===== src/rtl/branch_resolver.sv =====
// branch_resolver: execute-side branch resolution.
// In-flight prediction FIFO, mispredict flush/redirect, stats.
module branch_resolver #(
  parameter int DEPTH = 4,
  parameter int CNT_W = 16
) (
  input  logic             clk,
  input  logic             rst_n,
  input  logic             f_valid,
  input  logic [31:0]      f_pc,
  input  logic             f_predict_valid,
  input  logic [31:0]      f_predict_addr,
  output logic             f_stall,
  input  logic             x_valid,
  input  logic             x_is_branch,
  input  logic             x_taken,
  input  logic [31:0]      x_target,
  output logic             x_predict_res,
  output logic             x_update_valid,
  output logic             x_mispredict,
  output logic [31:0]      x_redirect_pc,
  output logic             underflow_err,
  output logic [CNT_W-1:0] branch_cnt,
  output logic [CNT_W-1:0] mispredict_cnt
);

  localparam int AW = $clog2(DEPTH);
  localparam logic [AW:0] FULL = (AW+1)'(DEPTH);
  localparam logic [CNT_W-1:0] CMAX = '1;

  typedef struct packed {
    logic [31:0] pc;
    logic        taken;
    logic [31:0] target;
  } rec_t;

  rec_t          mem [DEPTH];
  logic [AW-1:0] wr_ptr;
  logic [AW-1:0] rd_ptr;
  logic [AW:0]   occ;

  rec_t          head;
  logic          pop;
  logic          push;
  logic          under;
  logic          mis;
  logic          flush;
  logic [31:0]   cpc;

  assign f_stall = (occ == FULL);

  // Head-record resolution against the actual outcome.
  always_comb begin
    head  = mem[rd_ptr];
    pop   = x_valid && (occ != '0);
    under = x_valid && (occ == '0);
    push  = f_valid && (!f_stall || pop);
    cpc   = head.pc + 32'd4;
    mis   = 1'b0;
    unique case (1'b1)
      x_is_branch && x_taken: begin
        cpc = x_target;
        mis = !head.taken ||
              (head.target != x_target);
      end
      default: mis = head.taken;
    endcase
    flush = pop && mis;
  end

  // Record storage; a push in a flushing cycle is wrong-path.
  always_ff @(posedge clk) begin
    if (push && !flush)
      mem[wr_ptr] <= {f_pc, f_predict_valid, f_predict_addr};
  end

  // Pointers and occupancy; a flush empties the FIFO.
  always_ff @(posedge clk or negedge rst_n) begin
    if (!rst_n) begin
      wr_ptr <= '0;
      rd_ptr <= '0;
      occ    <= '0;
    end else if (flush) begin
      rd_ptr <= wr_ptr;
      occ    <= '0;
    end else begin
      if (push) wr_ptr <= wr_ptr + 1'b1;
      if (pop)  rd_ptr <= rd_ptr + 1'b1;
      case ({push, pop})
        2'b10:   occ <= occ + 1'b1;
        2'b01:   occ <= occ - 1'b1;
        default: occ <= occ;
      endcase
    end
  end

  // Registered feedback, flush pulse and redirect target.
  always_ff @(posedge clk or negedge rst_n) begin
    if (!rst_n) begin
      x_predict_res  <= 1'b0;
      x_update_valid <= 1'b0;
      x_mispredict   <= 1'b0;
      x_redirect_pc  <= '0;
      underflow_err  <= 1'b0;
    end else begin
      x_update_valid <= pop && x_is_branch;
      x_predict_res  <= pop && x_is_branch && x_taken;
      x_mispredict   <= flush;
      if (flush) x_redirect_pc <= cpc;
      if (under) underflow_err <= 1'b1;
    end
  end

  // Saturating statistics.
  always_ff @(posedge clk or negedge rst_n) begin
    if (!rst_n) begin
      branch_cnt     <= '0;
      mispredict_cnt <= '0;
    end else begin
      if (pop && x_is_branch && branch_cnt != CMAX)
        branch_cnt <= branch_cnt + 1'b1;
      if (flush && mispredict_cnt != CMAX)
        mispredict_cnt <= mispredict_cnt + 1'b1;
    end
  end

endmodule

===== config.mk =====
export PLATFORM = sky130hd
export DESIGN_NAME = branch_resolver
export DESIGN_NICKNAME = d
export VERILOG_FILES = /design/src/rtl/branch_resolver.sv
export SDC_FILE = /design/constraint.sdc
export NUM_CORES = 1
export LEC_CHECK = 0
export CORE_ASPECT_RATIO = 0.5
export CORE_MARGIN = 2
export CORE_UTILIZATION = 60
export DETAILED_ROUTE_END_ITERATION = 7
export PLACE_DENSITY = 0.85
export REMOVE_ABC_BUFFERS = 1
export SLEW_MARGIN = 10
export SYNTH_ARGS = -nofsm -noshare
export SYNTH_HDL_FRONTEND = slang
export SYNTH_SLANG_ARGS = --single-unit
export TNS_END_PERCENT = 1

===== constraint.sdc =====
create_clock -name clk -period 9.9 [get_ports clk]
set_input_delay 1.98 -clock clk [delete_from_list [all_inputs] [get_ports clk]]
set_output_delay 1.98 -clock clk [all_outputs]
set_load 0.02 [all_outputs]

# After elaboration in Yosys (flattened, before gate mapping)
# Memories as Yosys holds them, arrays and structs flattened.
# Index checks and enable logic that the tools add are counted.
dict set report classes {
  n_eq_ne 6
  add_sub_neg 7
  n_bitwise 1
  mux 8
  n_reduce_logical 20
}
# cell n
set op_table {}
lappend op_table {{$add A16 B1 Y16 const B} 2}
lappend op_table {{$add A32 B3 Y32 const B} 1}
lappend op_table {{$mux W32} 1}
lappend op_table {{$ne A16 B16 Y1 const B} 2}
lappend op_table {{$ne A32 B32 Y1} 1}
lappend op_table {{$logic_and A1 B1 Y1} 10}
lappend op_table {{$pmux W3 S2} 1}
lappend op_table {{$reduce_bool A3 Y1} 2}
lappend op_table {{$add A2 B1 Y2 const B} 2}
lappend op_table {{$mux W2} 2}
lappend op_table {{$add A3 B1 Y3 const B} 1}
lappend op_table {{$eq A3 B3 Y1 const B} 1}
lappend op_table {{$logic_not A1 Y1} 3}
lappend op_table {{$logic_not A3 Y1} 1}
lappend op_table {{$mux W1} 3}
lappend op_table {{$mux W3} 1}
lappend op_table {{$sub A3 B1 Y3 const B} 1}
lappend op_table {{$eq A2 B1 Y1 const B} 1}
lappend op_table {{$eq A2 B2 Y1 const B} 1}
lappend op_table {{$logic_or A1 B1 Y1} 2}
lappend op_table {{$reduce_and A2 Y1} 1}
lappend op_table {{$reduce_bool A2 Y1} 1}
lappend op_table {{$not A1 Y1} 1}
dict set report totals {
  memories 1
  in_bits 103
  wordCells 53
  reg_bits 75
  output_inout_bits 69
  ramBits 260
}
# name depth width rd rd_clocked_by_memory_dff wr line
set memory_table {}
lappend memory_table {mem 4 65 1 0 1 37} ;# rec_t mem [DEPTH];

# Longest topological paths before layout
# Gate-level depths: netlist of run 1.
# An unclocked memory read counts as a cell.
dict set report logic_depth {
  depth_word 9
  ltp_mapped 14
  depth_no_buf 9
}

# Worst setup path before layout of run 1
# OpenSTA, ideal clock, no wires.
dict set report synth_timing {
  path_kind {input to register}
  start {in x_taken}
  end {mem mem[0][0] in the netlist's numbering, enable pin}
  path_stages 8
  path_buffers 0
  setup_ps 489
  required_ps 9411
  arrival_ps 6455
  slack_ps 2956
  cell_sequence {and2_1 > o311ai_0 > a311oi_1 > o2111ai_1 > or4_4 > nor4_4 > o221ai_2 > nor2_1}
}
dict set report synth_via {
  elab_chain_len 7
}
# element line
set synth_rtl {}
lappend synth_rtl {{start, declared} 16} ;# input logic x_taken,
lappend synth_rtl {{$logic_and A1 B1 Y1} 61} ;# x_is_branch && x_taken: begin
lappend synth_rtl {{$mux W1} 60} ;# unique case (1'b1)
lappend synth_rtl {{$logic_and A1 B1 Y1} 68} ;# flush = pop && mis;
lappend synth_rtl {{$logic_not A1 Y1} 73} ;# if (push && !flush)
lappend synth_rtl {{$logic_and A1 B1 Y1} 73}
lappend synth_rtl {{$mux W1} 73}
lappend synth_rtl {{$mux W1 (not written as such)} 74} ;# mem[wr_ptr] <= {f_pc, f_predict_valid, f_predict_addr};
lappend synth_rtl {{end, declared} 37}
# Every way passes these cells.

# Worst setup path after layout of run 1
dict set report layout_timing {
  start {in x_target[12]}
  end {mem mem[1][40] in the netlist's numbering, enable pin}
}
dict set report layout_via {
  elab_chain_len 8
}
# element line
set layout_rtl {}
lappend layout_rtl {{start, declared} 17} ;# input logic [31:0] x_target,
lappend layout_rtl {{$ne A32 B32 Y1} 64} ;# (head.target != x_target);
lappend layout_rtl {{$logic_or A1 B1 Y1} 63} ;# mis = !head.taken ||
lappend layout_rtl {{$mux W1} 60}
lappend layout_rtl {{$logic_and A1 B1 Y1} 68}
lappend layout_rtl {{$logic_not A1 Y1} 73}
lappend layout_rtl {{$logic_and A1 B1 Y1} 73}
lappend layout_rtl {{$mux W1} 73}
lappend layout_rtl {{$mux W1 (not written as such)} 74}
# Every way passes these cells.

==> results.cfg, run 1 <==
[global_routing]
grt_use_total_pct = 25.7
met3_usage_pct = 3.69
antenna_found_initial = 2
grt_first_pass_wirelength_um = 48700
grt_max_degree = 76
met1_usage_pct = 34.8
busiest_layer = met2
gr-total-overflow = 0
gr-usage-met2_pct = 44.2
first_global_vias = 8589

[power]
ir_drop_mv = 0.183
sw_frac_of_total_pct = 32.3
p_clk_share_pct = 23.6
pwr-share-seq_pct = 43.1
powerDensity_nw_per_um2 = 282
p_int_uw = 3270
pwr-share-comb_pct = 33.3
p_switching_uw = 1560
p_leak_uw = 0.00604

[cts]
hold_buffers = 0
cts.sink_count = 335
cts_tree = yes
clk_pin_slew_ns = 0.07
cts-resized-gates = 0
cts_setup_buffers = 0
cts_max_level = 1
clk_latency_ns = 0.56
cts-root-buf = clkbuf_16
clockBufferDepth = 3
cts_inserted_buffers = 29

[layout]
utilization_pct = 74.5
layout-drive-gt1-share_pct = 14.9
n_fill_cell = 1354
layout.nets = 1157
design_area_um2 = 17200
syn2layout_area_growth_pct = 20.9

[detailed_routing]
via_per_inst = 6.05
wl_per_cell_um = 22.8
routed_wl_um = 31400
ant_nets = 0
dr.pass1.iters = 8
remaining_drc_errors = 9
drtIter0Drc = 879
route.vias.total = 8335

[setup_path]
slowest_stage = nor2_4
critPathBufInv = 2
slowest_delay_ns = 0.99
critical-path-top-delay-family = simple AND/OR/NAND/NOR gates
worstPathRequired_ns = 10.09
cp-start-kind = input port
crit_chain = clkdlybuf4s50_1 -> xor2_1 -> nor4_1 -> o2111ai_1 -> or4_4 -> nor4_4 -> o221ai_2 -> nor2_4 -> buf_4
worst-path-max-fanout = 34
end_kind = flop
arrival_ns = 6.78
path_class = in -> reg

[floorplanning]
die_x_um = 222
die-area_um2 = 25000
top_level_ports = 172
dieHeight_um = 113
num_rows = 39
fp.coreArea_um2 = 23000
start_util_pct = 61.6

[timing]
setup-tns-final_ns = 0
drv_slew = 0
worstMarginPinSlew_ns = 1.15
setup_violations = 0
relSlewSlack_pct = 23.0
hold_violations = 0
timing.final.crit_share_pct = 66.6
fin_skew_ns = 0.0184
holdWs_ns = 0.484
layout_setup_ws_ns = 3.31
rsz0062_at_grt = false
fmax_ghz = 0.152
period_minus_slack_ns = 6.59

[placement]
port_buffers = 171
gp_congestion = 0.824
dp_hpwl_um = 20500
place_ws_ns = 2.75
placed_area_um2 = 16200

[run]
maxCapViolations = 0

[yosys]
synth_area_um2 = 14200
synth_cell_types = 51
yosys_warnings = 0
synthTopCellsByArea = edfxtp_1, dfrtp_1, mux4_2, xnor2_1, mux2_2
synth-edff-count = 260
synthArstFlopShare_pct = 22.4
synthCells = 865
synthFlopType = edfxtp_1
avgSynthCellArea_um2 = 16.4
seq_area_frac_synth_pct = 68.2
synth_top_area_share_pct = 55.0
ys_ff_latch = 335
yosysMostFrequentCell = edfxtp_1
synthTopCellsByCount = edfxtp_1, dfrtp_1, nor2_1
yosysTopAreaCell = edfxtp_1

[worst_hold_path]
hp-class = reg -> reg

[status]
failed_checks = DRC
outcome = complete, but fails checks
[final timing paths]
| path | depth (start not counted) | endpoint | from | slack (ns) |
|---|---|---|---|---|
| max | 9 | mem[1][40] | x_target[12] | 3.31 |
| min | 1 | mispredict_cnt[5] | mispredict_cnt[5] | 0.48 |
| max reg2reg | 9 | mem[1][40] | rd_ptr[0] | 3.55 |
| min reg2reg | 1 | mispredict_cnt[5] | mispredict_cnt[5] | 0.48 |
| max in group asynchronous | 1 | rd_ptr[0] | rst_n | 7.55 |
| min in group asynchronous | 1 | branch_cnt[9] | rst_n | 1.60 |
[layer usage]
layer / wire length, um / vias to the layer above
li1: - / 3670
met3: 2050 / 60
met1: 12800 / 4244
met2: 15700 / 361
met4: 898 / 0
met5: 0 / -
[stage by stage]
stage               instances  power (uW)
global placement         1322        3640
CTS                      1376        4850
global route             1378        5040
finish                   1378        4830
floorplan                 835        3150
detailed placement       1322        3710
[sequential cells by signal (all words and copies together) (netlist names)]
name            count
branch_cnt         16
mem               260
mispredict_cnt     16
occ                 3
rd_ptr              2
underflow_err       1
wr_ptr              2
x_mispredict        1
x_predict_res       1
x_redirect_pc      32
x_update_valid      1
[worst reg2reg max path, cell delays in order, from the launching register on]
cell,delay [ns]
dfrtp_4,0.97
mux4_2,0.70
xor2_1,0.16
nor4_1,0.57
o2111ai_1,0.30
or4_4,0.48
nor4_4,0.76
o221ai_2,0.44
nor2_4,0.99
buf_4,0.62
[layout make-up]
cell class | instances | area (um2) | area share, %
inverter | 12 | 45.0 | 0.263
timing repair buffer | 180 | 1780 | 10.4
clock inverter | 15 | 170 | 0.992
tap | 307 | 384 | 2.24
sequential | 335 | 9690 | 56.5
clock buffer | 39 | 783 | 4.57
antenna | 2 | 5.00 | 0.0292
multi-input combinational | 488 | 4300 | 25.1
[logic make-up (layout without fill, tap and decap cells)]
kind of cell	Yosys count	after routing	synth area share, %
DFF	335	335	68.2
and+or+nand+nor	198	198	6.86
muxes	126	126	14.0
xor gates and xnor gates	90	90	5.55
AOI/OAI and AO/OA	66	66	2.90
buffers and inverters	42	246	1.72
adders and majority gates	8	8	0.758
other	0	2	0
[power by group through the flow]
stage | combinational (uW) | sequential, uW | clock, uW
detailed placement | 1600 | 2110 | 0
finish | 1610 | 2080 | 1140
global route | 1710 | 2120 | 1210
floorplan | 952 | 2200 | 0
global placement | 1560 | 2090 | 0
CTS | 1620 | 2080 | 1150
[cells in the final DEF, fill, tap and decap left out, drive strengths merged, types with 38 or more instances in the layout]
cell type,netlist,routed
edfxtp,260,260
clkdlybuf4s50,0,170
dfrtp,75,75
nor2,64,64
xnor2,51,51
mux4,49,49
mux2,45,45
xor2,39,39
clkbuf,9,39
nand2,38,38
Power figures use the tool's default switching activity.
==> run 2, diff against run 1 <==
--- a/config.mk
+++ b/config.mk
@@ -7,9 +7,9 @@
 export LEC_CHECK = 0
 export CORE_ASPECT_RATIO = 0.5
 export CORE_MARGIN = 2
-export CORE_UTILIZATION = 60
+export CORE_UTILIZATION = 50
 export DETAILED_ROUTE_END_ITERATION = 7
-export PLACE_DENSITY = 0.85
+export PLACE_DENSITY = 0.76
 export REMOVE_ABC_BUFFERS = 1
 export SLEW_MARGIN = 10
 export SYNTH_ARGS = -nofsm -noshare
==> constraint.sdc (replaced) <==
create_clock -name clk -period 5.79 [get_ports clk]
set_input_delay 1.158 -clock clk [delete_from_list [all_inputs] [get_ports clk]]
set_output_delay 1.158 -clock clk [all_outputs]
set_load 0.02 [all_outputs]
==> run 2 against run 1 <==
  * The run now ends clean
  * Critical path depth up 1
  * Final cell count increased by 5.9%
  * Register-to-register slack worse by 2.4 ns
  * Worst hold slack got worse by 0.012 ns
  * Sequential cell count unchanged
  * First-iteration DRC count fell by 21%
  * Critical endpoint is now mem[3][60]
  * Via count decreased by 1.6%
  * Count of clock-buffer cells in the layout decreased by 1
  * Clock skew is 0.014 ns higher
  * Core utilization decreased by 12 points
==> results.cfg, run 2 (synthesized netlist as in run 1, its figures left out) <==
[detailed_routing]
remaining_drc_errors = 0
drtIter0Drc = 694
routed_wl_um = 32000
wl_per_cell_um = 21.9
dr.pass1.iters = 5
route.vias.total = 8200
ant_nets = 0
via_per_inst = 5.62

[global_routing]
antenna_found_initial = 2
first_global_vias = 8422
grt_max_degree = 76
gr-total-overflow = 0
grt_first_pass_wirelength_um = 49100
grt_use_total_pct = 21.7

[setup_path]
slowest_stage = dfrtp_4
path_class = reg -> reg
arrival_ns = 4.81
slowest_delay_ns = 0.76
critical-path-top-delay-family = simple AND/OR/NAND/NOR gates
worstPathRequired_ns = 6.01
end_kind = flop
worst-path-max-fanout = 65
cp-start-kind = flop
crit_chain = mux4_2 -> xor2_1 -> nor4_1 -> o2111ai_1 -> or4_4 -> nor4_4 -> buf_4 -> o221ai_2 -> nor2_4 -> buf_12
critPathBufInv = 2

[cts]
cts_inserted_buffers = 30
cts_setup_buffers = 0
cts_max_level = 1
cts-resized-gates = 0
hold_buffers = 0
cts.sink_count = 335
cts_tree = yes
clk_pin_slew_ns = 0.07
clockBufferDepth = 3
clk_latency_ns = 0.58
cts-root-buf = clkbuf_16

[layout]
regMostFlops = mem
ff_latch_area_um2 = 9690
layout_common_cells = edfxtp_1, clkdlybuf4s50_1, dfrtp_1
final_common_cell = edfxtp_1
layout.nets = 1162
syn2layout_area_growth_pct = 22.6
layout.cells.non_filler = 1459
multi_input_area_um2 = 4300
reg_top3 = mem x260, x_redirect_pc x32
design_area_um2 = 17400
largest_reg_flops = 260
layout-drive-gt1-share_pct = 15.6
n_fill_cell = 2022

[floorplanning]
die_x_um = 242
dieHeight_um = 123
fp.coreArea_um2 = 27800
top_level_ports = 172
start_util_pct = 51.0
num_rows = 43
die-area_um2 = 29800

[timing]
rsz0062_at_grt = false
relSlewSlack_pct = 28.7
timing.final.crit_share_pct = 79.3
drv_slew = 0
hold_violations = 0
setup_violations = 0
worstMarginPinSlew_ns = 1.07
fmax_ghz = 0.218
fin_skew_ns = 0.0325
period_minus_slack_ns = 4.59

[run]
maxCapViolations = 0

[power]
ir_drop_mv = 0.287
powerDensity_nw_per_um2 = 482
p_leak_uw = 0.00610

[placement]
dp_hpwl_um = 20800
placed_area_um2 = 16400
port_buffers = 171
dp.cells = 1401
gp_congestion = 0.802

[status]
outcome = finished, final reports clean

[worst_hold_path]
hp-class = reg -> reg
run 2: power by group:
part	switching (uW)	internal (uW)	leakage, uW	total (uW)
sequential	282	3160	0.00331	3450
combinational	1550	1380	0.00231	2920
clock	877	1140	0.000486	2020
run 2: final cells by class:
type	instances	share of cell area [%]
Multi-Input combinational cell	488	24.7
Tap cell	382	2.75
Sequential cell	335	55.7
Clock buffer	38	4.72
Inverter	12	0.259
Timing Repair Buffer	184	10.7
Clock inverter	18	1.07
Antenna cell	2	0.0288
run 2: routing by layer:
layer  GRT usage [%]  vias to the layer above  share of wire, %
li1                -                     3682                 -
met1            28.8                     4243                41
met2            37.9                      221                51
met3            3.10                       54               5.0
met4            6.56                        0               2.8
met5               0                        -                 0
run 2: final timing paths:
| kind | endpoint | from | slack [ns] | depth (start not counted) |
|---|---|---|---|---|
| max | mem[3][60] | rd_ptr[0] | 1.20 | 10 |
| min reg2reg | underflow_err | underflow_err | 0.47 | 1 |
| min | underflow_err | underflow_err | 0.47 | 1 |
| max reg2reg | mem[3][60] | rd_ptr[0] | 1.20 | 10 |
| max in group asynchronous | rd_ptr[1] | rst_n | 4.21 | 1 |
| min in group asynchronous | branch_cnt[11] | rst_n | 0.79 | 1 |
run 2: metrics by stage:
stage | TNS, ns | total power [uW] | hold slack [ns] | worst slack (ns) | util [%]
floorplan | -604.46 | 5390 | 0.498 | -2.32 | -
global placement | 0 | 6340 | 0.447 | 1.01 | 58.9
detailed placement | 0 | 6420 | 0.453 | 0.914 | 58.9
CTS | 0 | 8450 | 0.470 | 1.19 | 62.5
global route | 0 | 8770 | 0.514 | 0.989 | 62.5
finish | 0 | 8390 | 0.472 | 1.20 | 62.5
